--- config.mk ---
export PLATFORM = sky130hd
export DESIGN_NAME = fft_sample_framer
export DESIGN_NICKNAME = d
export VERILOG_FILES = /design/src/rtl/fft_sample_framer.sv
export SDC_FILE = /design/constraint.sdc
export NUM_CORES = 1
export LEC_CHECK = 0
export CAP_MARGIN = 0
export CORE_MARGIN = 2
export CORE_UTILIZATION = 60
export CTS_CLUSTER_DIAMETER = 80
export DETAILED_ROUTE_END_ITERATION = 8
export PLACE_DENSITY = 0.83
export SLEW_MARGIN = 20
export SYNTH_ARGS = -nofsm -noshare
export SYNTH_HDL_FRONTEND = slang
export SYNTH_SLANG_ARGS = --single-unit
--- constraint.sdc ---
create_clock -name clk -period 58.8 [get_ports clk]
set_input_delay 14.7 -clock clk [delete_from_list [all_inputs] [get_ports clk]]
set_output_delay 14.7 -clock clk [all_outputs]
set_load 0.01 [all_outputs]
--- src/rtl/fft_sample_framer.sv ---
// Ping-pong framer feeding the 8-point fp16 FFT core: packs N serial samples per frame, start/done issue.
// Define FFT_FRAMER_BITREV_EN to store samples in bit-reversed slot order for in-place DIT cores.
module fft_sample_framer #(
    parameter int N     = 8,
    parameter int WIDTH = 32
) (
    input  logic                 clk,
    input  logic                 reset,
    input  logic [WIDTH-1:0]     in_data,
    input  logic                 in_valid,
    output logic                 in_ready,
    input  logic                 flush,
    output logic [N*WIDTH-1:0]   frame,
    output logic                 start,
    input  logic                 done,
    output logic [15:0]          frames_issued,
    output logic                 overflow_seen
);

    localparam int IDX_W = (N > 1) ? $clog2(N) : 1;

    typedef enum logic [1:0] {BANK_EMPTY, BANK_FILLING, BANK_FULL} bank_state_t;
    typedef enum logic [1:0] {ST_IDLE, ST_RUN, ST_DRAIN} fsm_t;

    logic [1:0][N-1:0][WIDTH-1:0] bank_q, bank_d;
    bank_state_t                  bank_state_q [2];
    bank_state_t                  bank_state_d [2];
    logic                         wr_bank_q, wr_bank_d;
    logic                         rd_bank_q, rd_bank_d;
    logic [IDX_W-1:0]             wr_idx_q, wr_idx_d;
    fsm_t                         fsm_q, fsm_d;
    logic [N*WIDTH-1:0]           frame_q, frame_d;
    logic                         start_q, start_d;
    logic [15:0]                  frames_q, frames_d;
    logic                         overflow_q, overflow_d;
    logic                         accept;
    logic [IDX_W-1:0]             wr_elem;

    function automatic logic [IDX_W-1:0] slot_of(input logic [IDX_W-1:0] idx);
        logic [IDX_W-1:0] s;
`ifdef FFT_FRAMER_BITREV_EN
        for (int i = 0; i < IDX_W; i++) begin
            s[i] = idx[IDX_W-1-i];
        end
`else
        s = idx;
`endif
        return s;
    endfunction

    assign in_ready = (bank_state_q[wr_bank_q] != BANK_FULL);
    assign accept   = in_valid && in_ready && !flush;
    // Slot 0 lives in the MSBs; with N a power of two, element N-1-slot is just ~slot.
    assign wr_elem  = ~slot_of(wr_idx_q);

    always_comb begin
        bank_d          = bank_q;
        bank_state_d[0] = bank_state_q[0];
        bank_state_d[1] = bank_state_q[1];
        wr_bank_d       = wr_bank_q;
        rd_bank_d       = rd_bank_q;
        wr_idx_d        = wr_idx_q;
        fsm_d           = fsm_q;
        frame_d         = frame_q;
        start_d         = start_q;
        frames_d        = frames_q;
        overflow_d      = overflow_q;

        case (fsm_q)
            ST_IDLE: begin
                if (bank_state_q[rd_bank_q] == BANK_FULL) begin
                    frame_d = bank_q[rd_bank_q];
                    start_d = 1'b1;
                    fsm_d   = ST_RUN;
                end
            end
            ST_RUN: begin
                if (done) begin
                    start_d                 = 1'b0;
                    bank_state_d[rd_bank_q] = BANK_EMPTY;
                    rd_bank_d               = ~rd_bank_q;
                    frames_d                = frames_q + 16'd1;
                    fsm_d                   = ST_DRAIN;
                end
            end
            ST_DRAIN: begin
                if (!done) begin
                    fsm_d = ST_IDLE;
                end
            end
            default: fsm_d = ST_IDLE;
        endcase

        // A release only ever targets a FULL bank, so it cannot collide with the write side below.
        if (flush) begin
            if (bank_state_q[wr_bank_q] == BANK_FILLING) begin
                bank_state_d[wr_bank_q] = BANK_EMPTY;
                wr_idx_d                = '0;
            end
        end else if (accept) begin
            bank_d[wr_bank_q][wr_elem] = in_data;
            if (wr_idx_q == IDX_W'(N-1)) begin
                bank_state_d[wr_bank_q] = BANK_FULL;
                wr_idx_d                = '0;
                wr_bank_d               = ~wr_bank_q;
            end else begin
                bank_state_d[wr_bank_q] = BANK_FILLING;
                wr_idx_d                = wr_idx_q + IDX_W'(1);
            end
        end

        if (in_valid && !in_ready) begin
            overflow_d = 1'b1;
        end
    end

    always_ff @(posedge clk or posedge reset) begin
        if (reset) begin
            bank_q          <= '0;
            bank_state_q[0] <= BANK_EMPTY;
            bank_state_q[1] <= BANK_EMPTY;
            wr_bank_q       <= 1'b0;
            rd_bank_q       <= 1'b0;
            wr_idx_q        <= '0;
            fsm_q           <= ST_IDLE;
            frame_q         <= '0;
            start_q         <= 1'b0;
            frames_q        <= '0;
            overflow_q      <= 1'b0;
        end else begin
            bank_q          <= bank_d;
            bank_state_q[0] <= bank_state_d[0];
            bank_state_q[1] <= bank_state_d[1];
            wr_bank_q       <= wr_bank_d;
            rd_bank_q       <= rd_bank_d;
            wr_idx_q        <= wr_idx_d;
            fsm_q           <= fsm_d;
            frame_q         <= frame_d;
            start_q         <= start_d;
            frames_q        <= frames_d;
            overflow_q      <= overflow_d;
        end
    end

    assign frame         = frame_q;
    assign start         = start_q;
    assign frames_issued = frames_q;
    assign overflow_seen = overflow_q;

endmodule

# Word-level counts from Yosys, hierarchy flattened
# Cells that the tools add are included.
dict set report word_totals {
  reg_bits 797
  output_inout_bits 275
  word_cells 116
}
dict set report classes {
  addsub 2
  order_cmp 9
  n_eq_ne 10
  n_mux 34
  bitwise_logic 16
  n_reduce_logical 19
}
# op n
set ops {}
lappend ops {{256-bit 2-to-1 mux} 3}
lappend ops {{512-bit bitwise mux} 1}
lappend ops {{256-bit demux with 1-bit select} 1}
lappend ops {{32-bit demux with 3-bit select} 1}
lappend ops {{32-bit 2-to-1 mux} 1}
lappend ops {{4-bit 2-to-1 mux} 6}
lappend ops {{2-bit 2-to-1 mux} 11}
lappend ops {{16-bit by 1-bit adder with 16-bit output, second input constant} 1}
lappend ops {{3-bit 2-to-1 mux} 4}
lappend ops {{3-bit AND reduction} 3}
lappend ops {{4-bit bitwise AND} 2}
lappend ops {{2-bit != test, second input constant} 4}
lappend ops {{4-bit NOT} 2}
lappend ops {{2-bit AND reduction} 4}
lappend ops {{1-bit logical AND} 7}
lappend ops {{2-bit case mux with 3 select lines} 1}
lappend ops {{2-bit bitwise AND} 2}
lappend ops {{2-bit demux with 1-bit select} 2}
lappend ops {{2-bit by 1-bit == test with 1-bit output, second input constant} 2}
lappend ops {{2-bit == test, second input constant} 2}
lappend ops {{2-bit greater-or-equal comparator, second input constant} 2}
lappend ops {{1-bit by 2-bit less-than comparator with 1-bit output, second input constant} 2}
lappend ops {{2-bit by 1-bit less-than comparator with 1-bit output, second input constant} 2}
lappend ops {{3-bit by 4-bit less-than comparator with 1-bit output, second input constant} 1}
lappend ops {{other kinds (15)} 23}

# Depth between registers and ports, before layout
# Gate-level depths: netlist of run 1.
dict set report logic_depth {
  depth_word 13
  ltp_mapped 9
  mapped_depth_nobuf 5
}

# Worst setup path after synthesis of run 1
# OpenSTA, ideal clock, no wires.
dict set report synth_path {
  kind {input to register}
  start {input port in_valid}
  end {register bank_q[100] (netlist bit)}
  arrival_time_ps 15936
  required_ps 58675
  path_slack_ps 42739
  path_stages 6
  n_path_buf 2
  path_cell_list {nor2b_1 -> buf_4 -> nand3_1 -> nor3b_2 -> buf_4 -> mux2_2}
}
dict set report synth_via {
  elab_chain_len 3
}
# item line
set synth_rtl {}
lappend synth_rtl {{start: declaration} 10} ;# input logic in_valid,
lappend synth_rtl {{1-bit logical AND (2 in a row)} 52} ;# assign accept = in_valid && in_ready && !flush;
lappend synth_rtl {{2-bit AND reduction (no line)} -}
lappend synth_rtl {{end signal: assignment} 131} ;# bank_q <= bank_d;
lappend synth_rtl {{end: declaration} 25} ;# logic [1:0][N-1:0][WIDTH-1:0] bank_q, bank_d;
# No other way between the ends.
# A chain may end at the register's enable or synchronous reset.

# Final worst setup path of run 1
dict set report layout_path {
  start {input port in_valid}
  end {register bank_q[243] (netlist bit)}
}
# Same word-level chain as after synthesis.

==> metrics, run 1 <==
final hold vios=0; R2R Setup Slk=55.25 ns; Seq/Total Area, Yosys=62.0%; CTS H-tree lvls=3; DP HPWL=45400 um; status=complete, no violations; I/O Pins=312; Placer Congestion=0.821; Startpoint Class=input port; first-pass GRT wire length=118000 um; clk_lat worst skew=0.61 ns; total setup buffers inserted after CTS=0; Worst Hold Slack=0.471 ns; cell count after synthesis=2371; Root Buffer Master=clkbuf_16; Seq cells post-synth=797; net switching fraction of the power=29.9%; post-route ant nets=0; initial DRC count=1374; Final Net Count=2662; Tmin final=17.37 ns; P_leak=18.1 nW; max_slew headroom=22.3%; cell area after placement=35600 um^2; syn_nets=2412; Area Overhead vs Synth=18.7%; clock buffer depth=3; vias after detailed routing=19622; reg2reg end=frame[92]; Flop pwr share=45.9%; fraction of final layout cells with drive strength greater than 1=20.8%; critical path capture point type=flip-flop; Core Rows=84; most common cell after layout, fill and taps aside=dfrtp_1; HP Start=frames_issued[15]; Hold Path Class=flip-flop to flip-flop; RSZ-0062 raised after global routing=false; Final Max Tran Viols=0; DRC viols=0; Inserted Clock Buffers=79; Die W=236 um; vias in the first global route=20786; Post-Syn Area=32200 um^2; crit-path max FO=20; Max Fclk=57.6 MHz; post-route clock period utilization=29.5%; combinational power share=27.6%; Avg WL per Cell=22.2 um; clock share of power=26.6%; Resized cells post-CTS=0; Non-Filler Instances=3362; Critical Path AT=17.86 ns; Filler Cell Count=3337; cell taking the most area after synthesis=dfrtp_1; DP Cell Count=3226; final instance area=38200 um^2; final setup violation count=0; Post-CTS Hold Buffers=0; clock-pin slew on the worst setup and hold paths=0.06 ns; library cells used by synthesis=45; R2R Path Start=rd_bank_q; core area=52800 um^2; die height=236 um; Reg area=19900 um^2; CP Launch Point=in_valid; internal power=1.30 mW; CP required=59.30 ns; critical path type=input port to flip-flop; Initial Util=61.0%; PwrDens=48.5 nW/um^2; worst r2r path cells=4; Die ar.=55500 um^2; Critical Path Sink=bank_q[243]; initial antenna violation count=0; peak supply drop=0.0302 mV; Worst Max-Slew Pin Slew=1.16 ns; share of the synthesized area in the top cell type=62.0%; largest net degree at the start of global routing=230; Post-synth EDFFs=0; FFs w/ async S/R, synth=100%; syn_area_per_cell=13.6 um^2; DR vias/cell=5.84; Sw Pwr=0.553 mW; top cells by area, synth=dfrtp_1 62%, mux2_2 14%, mux2i_1 8.0%; CTS Sinks=797; Multi-input gate area=11400 um^2; DRT Wirelength=74700 um; antenna cells=0; max_cap viols=0; I/O Buffers=311; Yosys warnings=0; drt first pass iters=5; most frequent cells in the layout=796 x dfrtp_1, 401 x mux2_2, 311 x clkdlybuf4s50_1; final clock skew=0.0163 ns; Setup TNS=0 ns; CTS tree=done; grt total ovfl=0; Synth Flop Type=dfrtp_1; Total GRT Usage=27.2%
## synthesized netlist by cell type (3+ instances only)
cell type	number
xnor2_1	10
mux2i_1	257
nor2_2	3
nor2b_1	3
xor2_1	8
o21ai_1	56
buf_4	9
nand2_1	278
ha_1	4
nor2_1	12
inv_1	8
mux2_1	112
nor3_1	3
o21ai_0	203
nand2b_1	3
dfrtp_1	797
clkbuf_1	81
buf_2	66
mux2_2	401
buf_6	13
nand3_1	11
## flip-flops by register name, indices dropped and copies added (netlist names)
| register | flops |
|---|---|
| frame | 256 |
| bank_state_q | 4 |
| start | 1 |
| frames_issued | 16 |
| rd_bank_q | 1 |
| bank_q | 512 |
| wr_bank_q | 1 |
| fsm_q | 2 |
| overflow_seen | 1 |
| wr_idx_q | 3 |
## routing by layer
layer / vias up / track usage, % / routed length (um)
met3: 103 / 4.13 / 3580
met1: 10314 / 37.1 / 32400
met5: - / 0 / 0
met4: 0 / 8.96 / 1670
met2: 474 / 45.3 / 37000
li1: 8731 / - / -
## critical path, cell delays in order
cell	delay, ns
clkdlybuf4s50_1	0.51
nor2b_1	0.60
nand3_1	0.42
nor3_4	0.76
buf_4	0.46
mux2_2	0.39
## cell type report
class,instances,area share (%)
sequential,797,52.2
multi-input combinational,1396,30.0
timing repair buffer,338,8.89
clock buffer,125,6.16
tap,688,2.25
clock inverter,9,0.390
inverter,9,0.108
## worst min path at each step
stage / to / slack, ns / cells after the start
after global placement: frames_issued[15] / 0.46 / 1
after CTS: frames_issued[15] / 0.48 / 1
final: frames_issued[15] / 0.47 / 1
after global routing: bank_q[173] / 0.49 / 1
after detailed placement: frames_issued[15] / 0.46 / 1
after floorplan: bank_q[130] / 0.46 / 1
## per-stage QoR
stage               power [mW]  utilization (%)  worst slack (ns)
global placement          1.33             67.5             40.86
finish                    1.85             72.4             41.43
CTS                       1.86             72.3             41.36
global route              1.94             72.4             41.27
floorplan                 1.14                -             21.72
detailed placement        1.36             67.5             40.72
## power groups by stage
stage	Clock [mW]	Combinational, mW	Sequential [mW]
2_1_floorplan	0	0.306	0.836
3_3_place_gp	0	0.490	0.842
3_5_place_dp	0	0.509	0.854
4_1_cts	0.498	0.515	0.848
5_1_grt	0.522	0.552	0.868
6_report	0.492	0.510	0.849
## cell families after synthesis
logic type	share of synthesized area, %
AND/OR/NAND/NOR	4.35
adder cells (fa/ha/maj)	0.156
buffers and inverters	2.74
XOR/XNOR	0.490
multiplexers	25.9
AO/OA/AOI/OAI	4.34
flip-flops	62.0
Power figures use the tool's default switching activity.
==> run 2: changes to the inputs <==
--- a/config.mk
+++ b/config.mk
@@ -7,10 +7,10 @@
 export LEC_CHECK = 0
 export CAP_MARGIN = 0
 export CORE_MARGIN = 2
-export CORE_UTILIZATION = 60
+export CORE_UTILIZATION = 52
 export CTS_CLUSTER_DIAMETER = 80
 export DETAILED_ROUTE_END_ITERATION = 8
-export PLACE_DENSITY = 0.83
+export PLACE_DENSITY = 0.77
 export SLEW_MARGIN = 20
 export SYNTH_ARGS = -nofsm -noshare
 export SYNTH_HDL_FRONTEND = slang
==> constraint.sdc (replaced) <==
create_clock -name clk -period 14.4 [get_ports clk]
set_input_delay 3.6 -clock clk [delete_from_list [all_inputs] [get_ports clk]]
set_output_delay 3.6 -clock clk [all_outputs]
set_load 0.01 [all_outputs]
==> run 2 against run 1 <==
Net effect:
- die area is 15% higher
- combinational power rose to 4.1 times the previous value
- setup slack worse by 33 ns
- register-to-register slack got worse by 45 ns
- clock power rose to 4.3 times the previous value
- sequential power grew to 4.1 times the previous value
- first-iteration DRC count decreased by 14%
- cell area is 0.91% higher
- hold slack got worse by 0.0065 ns
- highest routed layer unchanged
==> metrics, run 2 (synthesis results as in run 1) <==
status=complete, no violations; Post-CTS Hold Buffers=0 (unchanged); Critical Path AT=6.78 ns (-11.08 ns); DRC viols=0 (unchanged); DP HPWL=45500 um (+0.22%); final hold vios=0 (unchanged); critical path type=input port to flip-flop; initial antenna violation count=0 (unchanged); Avg WL per Cell=21.3 um (-4.1%); Filler Cell Count=4550 (+36%); Die ar.=63900 um^2 (+15%); max reg flops=512 (unchanged); Reg with most FFs=bank_q; total setup buffers inserted after CTS=0 (unchanged); largest net degree at the start of global routing=169 (-27%); Total GRT Usage=23.5% (-3.7 points); I/O Pins=312 (unchanged); Initial Util=52.3% (-8.7 points); Final Net Count=2664 (+0.075%); vias in the first global route=20220 (-2.7%); Multi-input gate area=11400 um^2 (about the same); pre-CTS setup slack=7.51 ns (-33.21 ns); most frequent cells in the layout=796 x dfrtp_1, 401 x mux2_2, 311 x clkdlybuf4s50_1; final setup violation count=0 (unchanged); Resized cells post-CTS=0 (unchanged); Final WS setup=8.10 ns (-33.33 ns); RSZ-0062 raised after global routing=false; CP required=14.88 ns (-44.42 ns); antenna cells=0 (unchanged); Final Max Tran Viols=0 (unchanged); drt first pass iters=7 (+2); Root Buffer Master=clkbuf_16; max_slew headroom=26.2% (+4.0 points); R2R Setup Slk=10.16 ns (-45.09 ns); I/O Buffers=311 (unchanged); Tmin final=6.30 ns; clock-pin slew on the worst setup and hold paths=0.06 ns (about the same); DRT Wirelength=74000 um (-0.88%); most common cell after layout, fill and taps aside=dfrtp_1; Max Fclk=159 MHz; CTS H-tree lvls=3 (unchanged); core area=61500 um^2 (+17%); CTS Sinks=797 (unchanged); Area Overhead vs Synth=19.7%; final clock skew=0.0201 ns (+0.00374 ns); first-pass GRT wire length=116000 um (-1.2%); fraction of final layout cells with drive strength greater than 1=21.5% (+0.73 points); critical path capture point type=flip-flop; Startpoint Class=input port; die height=253 um (+7.3%); DR vias/cell=5.56 (-4.7%); grt total ovfl=0 (unchanged); Inserted Clock Buffers=81 (+2.5%); max_cap viols=0 (unchanged); Worst Hold Slack=0.464 ns (-0.00645 ns); clock buffer depth=3 (unchanged); Die W=253 um (+7.3%); Placer Congestion=0.784 (-4.5%); post-route ant nets=0 (unchanged); Worst Max-Slew Pin Slew=1.10 ns (-0.0594 ns); Reg area=19900 um^2 (unchanged); PwrDens=199 nW/um^2 (+310%); Core Rows=91 (+8.3%); crit-path max FO=32 (+60%); P_leak=18.2 nW (+0.54%); initial DRC count=1183 (-14%); Hold Path Class=flip-flop to flip-flop; vias after detailed routing=19343 (-1.4%); peak supply drop=0.181 mV (+500%); clk_lat worst skew=0.62 ns (about the same); post-route clock period utilization=43.7%; CTS tree=done
run 2: cell types whose count changed in the layout (fill, tap and decap cells not counted), moves of 2 or more:
cell / before / now
buf_4: 20 / 22
clkbuf_1: 28 / 18
clkbuf_16: 81 / 85
clkbuf_8: 16 / 22
clkinv_2: 4 / 11
clkinvlp_4: 0 / 3
inv_6: 0 / 2
run 2: stage by stage:
step / setup TNS, ns / std cells / area (um^2) / power, mW / util, %
2_1_floorplan: -110.60 / 2371 / 32200 / 4.66 / -
3_3_place_gp: 0 / 3329 / 35800 / 5.45 / 58.1
3_5_place_dp: 0 / 3329 / 35800 / 5.57 / 58.1
4_1_cts: 0 / 3475 / 38500 / 7.74 / 62.6
5_1_grt: 0 / 3476 / 38500 / 8.08 / 62.7
6_report: 0 / 3476 / 38500 / 7.67 / 62.7
run 2: metal layers:
layer / up-vias / track usage (%) / wire, um
met1: 10100 / 32.5 / 33000
met4: 0 / 6.51 / 1440
li1: 8726 / - / -
met3: 101 / 4.35 / 3590
met2: 416 / 38.2 / 36000
met5: - / 0 / 0
run 2: layout make-up:
class / instances / share of cell area (%)
inverters: 9 / 0.0974
repair buffers: 338 / 8.76
clock inverters: 21 / 0.640
well taps: 790 / 2.57
clock buffers: 125 / 6.48
flip-flops and latches: 797 / 51.8
multi-input cells: 1396 / 29.7
run 2: power breakdown:
part / leakage (nW) / internal (mW) / switching [mW]
registers: 10.7 / 2.97 / 0.469
logic: 6.15 / 1.15 / 0.943
clock network: 1.35 / 1.28 / 0.862
run 2: final timing paths:
check,start,to,depth (start not counted)
setup / recovery,in_valid,bank_q[280],5
hold / removal,frames_issued[15],frames_issued[15],1
setup reg to reg,rd_bank_q,frame[20],6
hold reg to reg,frames_issued[15],frames_issued[15],1
max in group asynchronous,reset,rd_bank_q,4
min in group asynchronous,reset,frame[69],2
run 2: worst max-delay path, stage by stage:
cell	delay, ns
clkdlybuf4s50_1	0.54
nor2b_1	0.69
and4_1	0.44
nand3_2	0.84
mux2_1	0.65
==> run 3: changes to the inputs <==
--- a/config.mk
+++ b/config.mk
@@ -7,10 +7,10 @@
 export LEC_CHECK = 0
 export CAP_MARGIN = 0
 export CORE_MARGIN = 2
-export CORE_UTILIZATION = 52
+export CORE_UTILIZATION = 57
 export CTS_CLUSTER_DIAMETER = 80
 export DETAILED_ROUTE_END_ITERATION = 8
-export PLACE_DENSITY = 0.77
+export PLACE_DENSITY = 0.8
 export SLEW_MARGIN = 20
 export SYNTH_ARGS = -nofsm -noshare
 export SYNTH_HDL_FRONTEND = slang
==> constraint.sdc (replaced) <==
create_clock -name clk -period 6 [get_ports clk]
set_input_delay 1.5 -clock clk [delete_from_list [all_inputs] [get_ports clk]]
set_output_delay 1.5 -clock clk [all_outputs]
set_load 0.01 [all_outputs]
==> run 3 against run 2 <==
Net effect:
- routed wire length rose by 0.79%
- global-route usage grew 2.4 points
- hold slack better by 0.0052 ns
- critical path type unchanged
==> metrics, run 3 (synthesis results as in run 1) <==
met3 wire length=4460 um (+24%); Critical Path Stages=6 (+1); Largest stage delay, worst path=0.62 ns (-0.22 ns); DR vias/cell=5.65 (+1.5%); DP HPWL=45700 um (+0.48%); I/O Pins=312 (unchanged); R2R Setup Slk=2.86 ns (-7.30 ns); core area=56100 um^2 (-8.8%); Tmin final=4.09 ns; Post-CTS Hold Buffers=0 (unchanged); vias in the first global route=20662 (+2.2%); cell area after placement=35800 um^2 (+0.25%); detailed-routed wire length on met2=35700 um (-0.86%); wire length on met1=32700 um (-0.83%); drt first pass iters=5 (-2); I/O Buffers=311 (unchanged); fraction of final layout cells with drive strength greater than 1=21.9% (+0.38 points); Final WS setup=1.91 ns (-6.19 ns); Total GRT Usage=25.8% (+2.4 points); CP Launch Point=flush; antenna cells=0 (unchanged); Area Overhead vs Synth=20.6%; Hold Path Stages=1 (unchanged); CTS H-tree lvls=3 (unchanged); Resized cells post-CTS=0 (unchanged); Inserted Clock Buffers=81 (unchanged); Critical Path Slowest Stage Cell=nor2b_1; total setup buffers inserted after CTS=0 (unchanged); Startpoint Class=input port; DRC viols=0 (unchanged); Final Max Tran Viols=0 (unchanged); Die W=242 um (-4.4%); Hold Path Class=flip-flop to flip-flop; largest net degree at the start of global routing=260 (+54%); CP Cell Sequence=clkdlybuf4s50_1 > nor2b_1 > nand3_1 > nor3b_4 > buf_4 > mux2_2; DRT Wirelength=74600 um (+0.79%); R2R Path Start=rd_bank_q; pre-CTS setup slack=1.37 ns (-6.15 ns); HP Start=overflow_seen; Setup TNS=0 ns (unchanged); critical path capture point type=flip-flop; peak supply drop=0.436 mV (+140%); Top Family by Delay on Critical Path=simple AND/OR/NAND/NOR gates; max reg flops=512 (unchanged); first-pass GRT wire length=118000 um (+1.5%); RSZ-0062 raised after global routing=false; status=complete, no violations; post-route clock period utilization=68.1%; Critical Path AT=4.57 ns (-2.21 ns); Max Fclk=245 MHz; PwrDens=483 nW/um^2 (+140%); critical path type=input port to flip-flop; clk_lat worst skew=0.62 ns (about the same); clock buffer depth=3 (unchanged); crit-path max FO=24 (-25%); CTS Sinks=797 (unchanged); die height=242 um (-4.4%); post-route ant nets=0 (unchanged); initial antenna violation count=2 (+2); Placer Congestion=0.820 (+4.6%); CP required=6.48 ns (-8.40 ns); max_slew headroom=25.5% (-0.75 points); worst r2r path cells=4 (-2); final instance area=38800 um^2 (+0.73%); most frequent cells in the layout=796 x dfrtp_1, 401 x mux2_2, 311 x clkdlybuf4s50_1; Initial Util=57.4% (+5.1 points); vias after detailed routing=19455 (+0.58%); final hold vios=0 (unchanged); Root Buffer Master=clkbuf_16; P_leak=18.3 nW (+0.87%); max_cap viols=0 (unchanged); Reg with most FFs=bank_q; crit path buf inv count=2 (+1); Worst Max-Slew Pin Slew=1.12 ns (+0.0152 ns); initial DRC count=1174 (-0.76%); grt total ovfl=0 (unchanged); Filler Cell Count=3816 (-16%); most common cell after layout, fill and taps aside=dfrtp_1; Die ar.=58400 um^2 (-8.6%); Final Net Count=2663 (-0.038%); Core Rows=87 (-4.4%); final setup violation count=0 (unchanged); CTS tree=done; Avg WL per Cell=21.6 um (+1.7%); clock-pin slew on the worst setup and hold paths=0.06 ns (about the same); highest routed layer=met5; final clock skew=0.0219 ns (+0.00184 ns)
-- run 3: cell type report --
cell class | count | area, um^2 | area share (%)
Clock buffer | 116 | 2470 | 6.35
Clock inverter | 35 | 462 | 1.19
Inverter | 9 | 37.5 | 0.0967
Multi-Input combinational cell | 1396 | 11400 | 29.5
Sequential cell | 797 | 19900 | 51.4
Tap cell | 756 | 946 | 2.44
Timing Repair Buffer | 337 | 3510 | 9.03
-- run 3: stage by stage --
stage	utilization (%)	hold slack, ns	std cells	total power [mW]
global route	69.2	0.488	3446	19.7
floorplan	-	0.457	2371	11.2
finish	69.2	0.469	3446	18.7
detailed placement	63.9	0.449	3294	13.4
CTS	69.2	0.473	3445	18.9
global placement	63.8	0.447	3292	13.1
-- run 3: worst reg2reg max path: stages (launching register included) --
cell     delay (ns)
dfrtp_4        0.78
buf_4          0.77
buf_4          0.92
mux2i_1        0.37
o21ai_0        0.14
-- run 3: power breakdown --
| group | internal [mW] | leakage, nW | switching (mW) |
|---|---|---|---|
| Combinational | 2.76 | 6.21 | 2.29 |
| Sequential | 7.13 | 10.7 | 1.17 |
| Clock | 3.34 | 1.45 | 2.07 |
| Total | 13.2 | 18.3 | 5.52 |
-- run 3: layer usage --
metal / GRT usage [%] / vias to the layer above
li1: - / 8755
met1: 35.8 / 10113
met2: 41.5 / 485
met3: 5.03 / 100
met4: 8.15 / 2
met5: 0 / -
-- run 3: final timing paths --
| check | end |
|---|---|
| worst min register to register | overflow_seen |
| worst max-delay path | bank_q[100] |
| min in group asynchronous | frame[41] |
| worst min-delay path | overflow_seen |
| worst max register to register | frame[21] |
| max in group asynchronous | bank_q[66] |
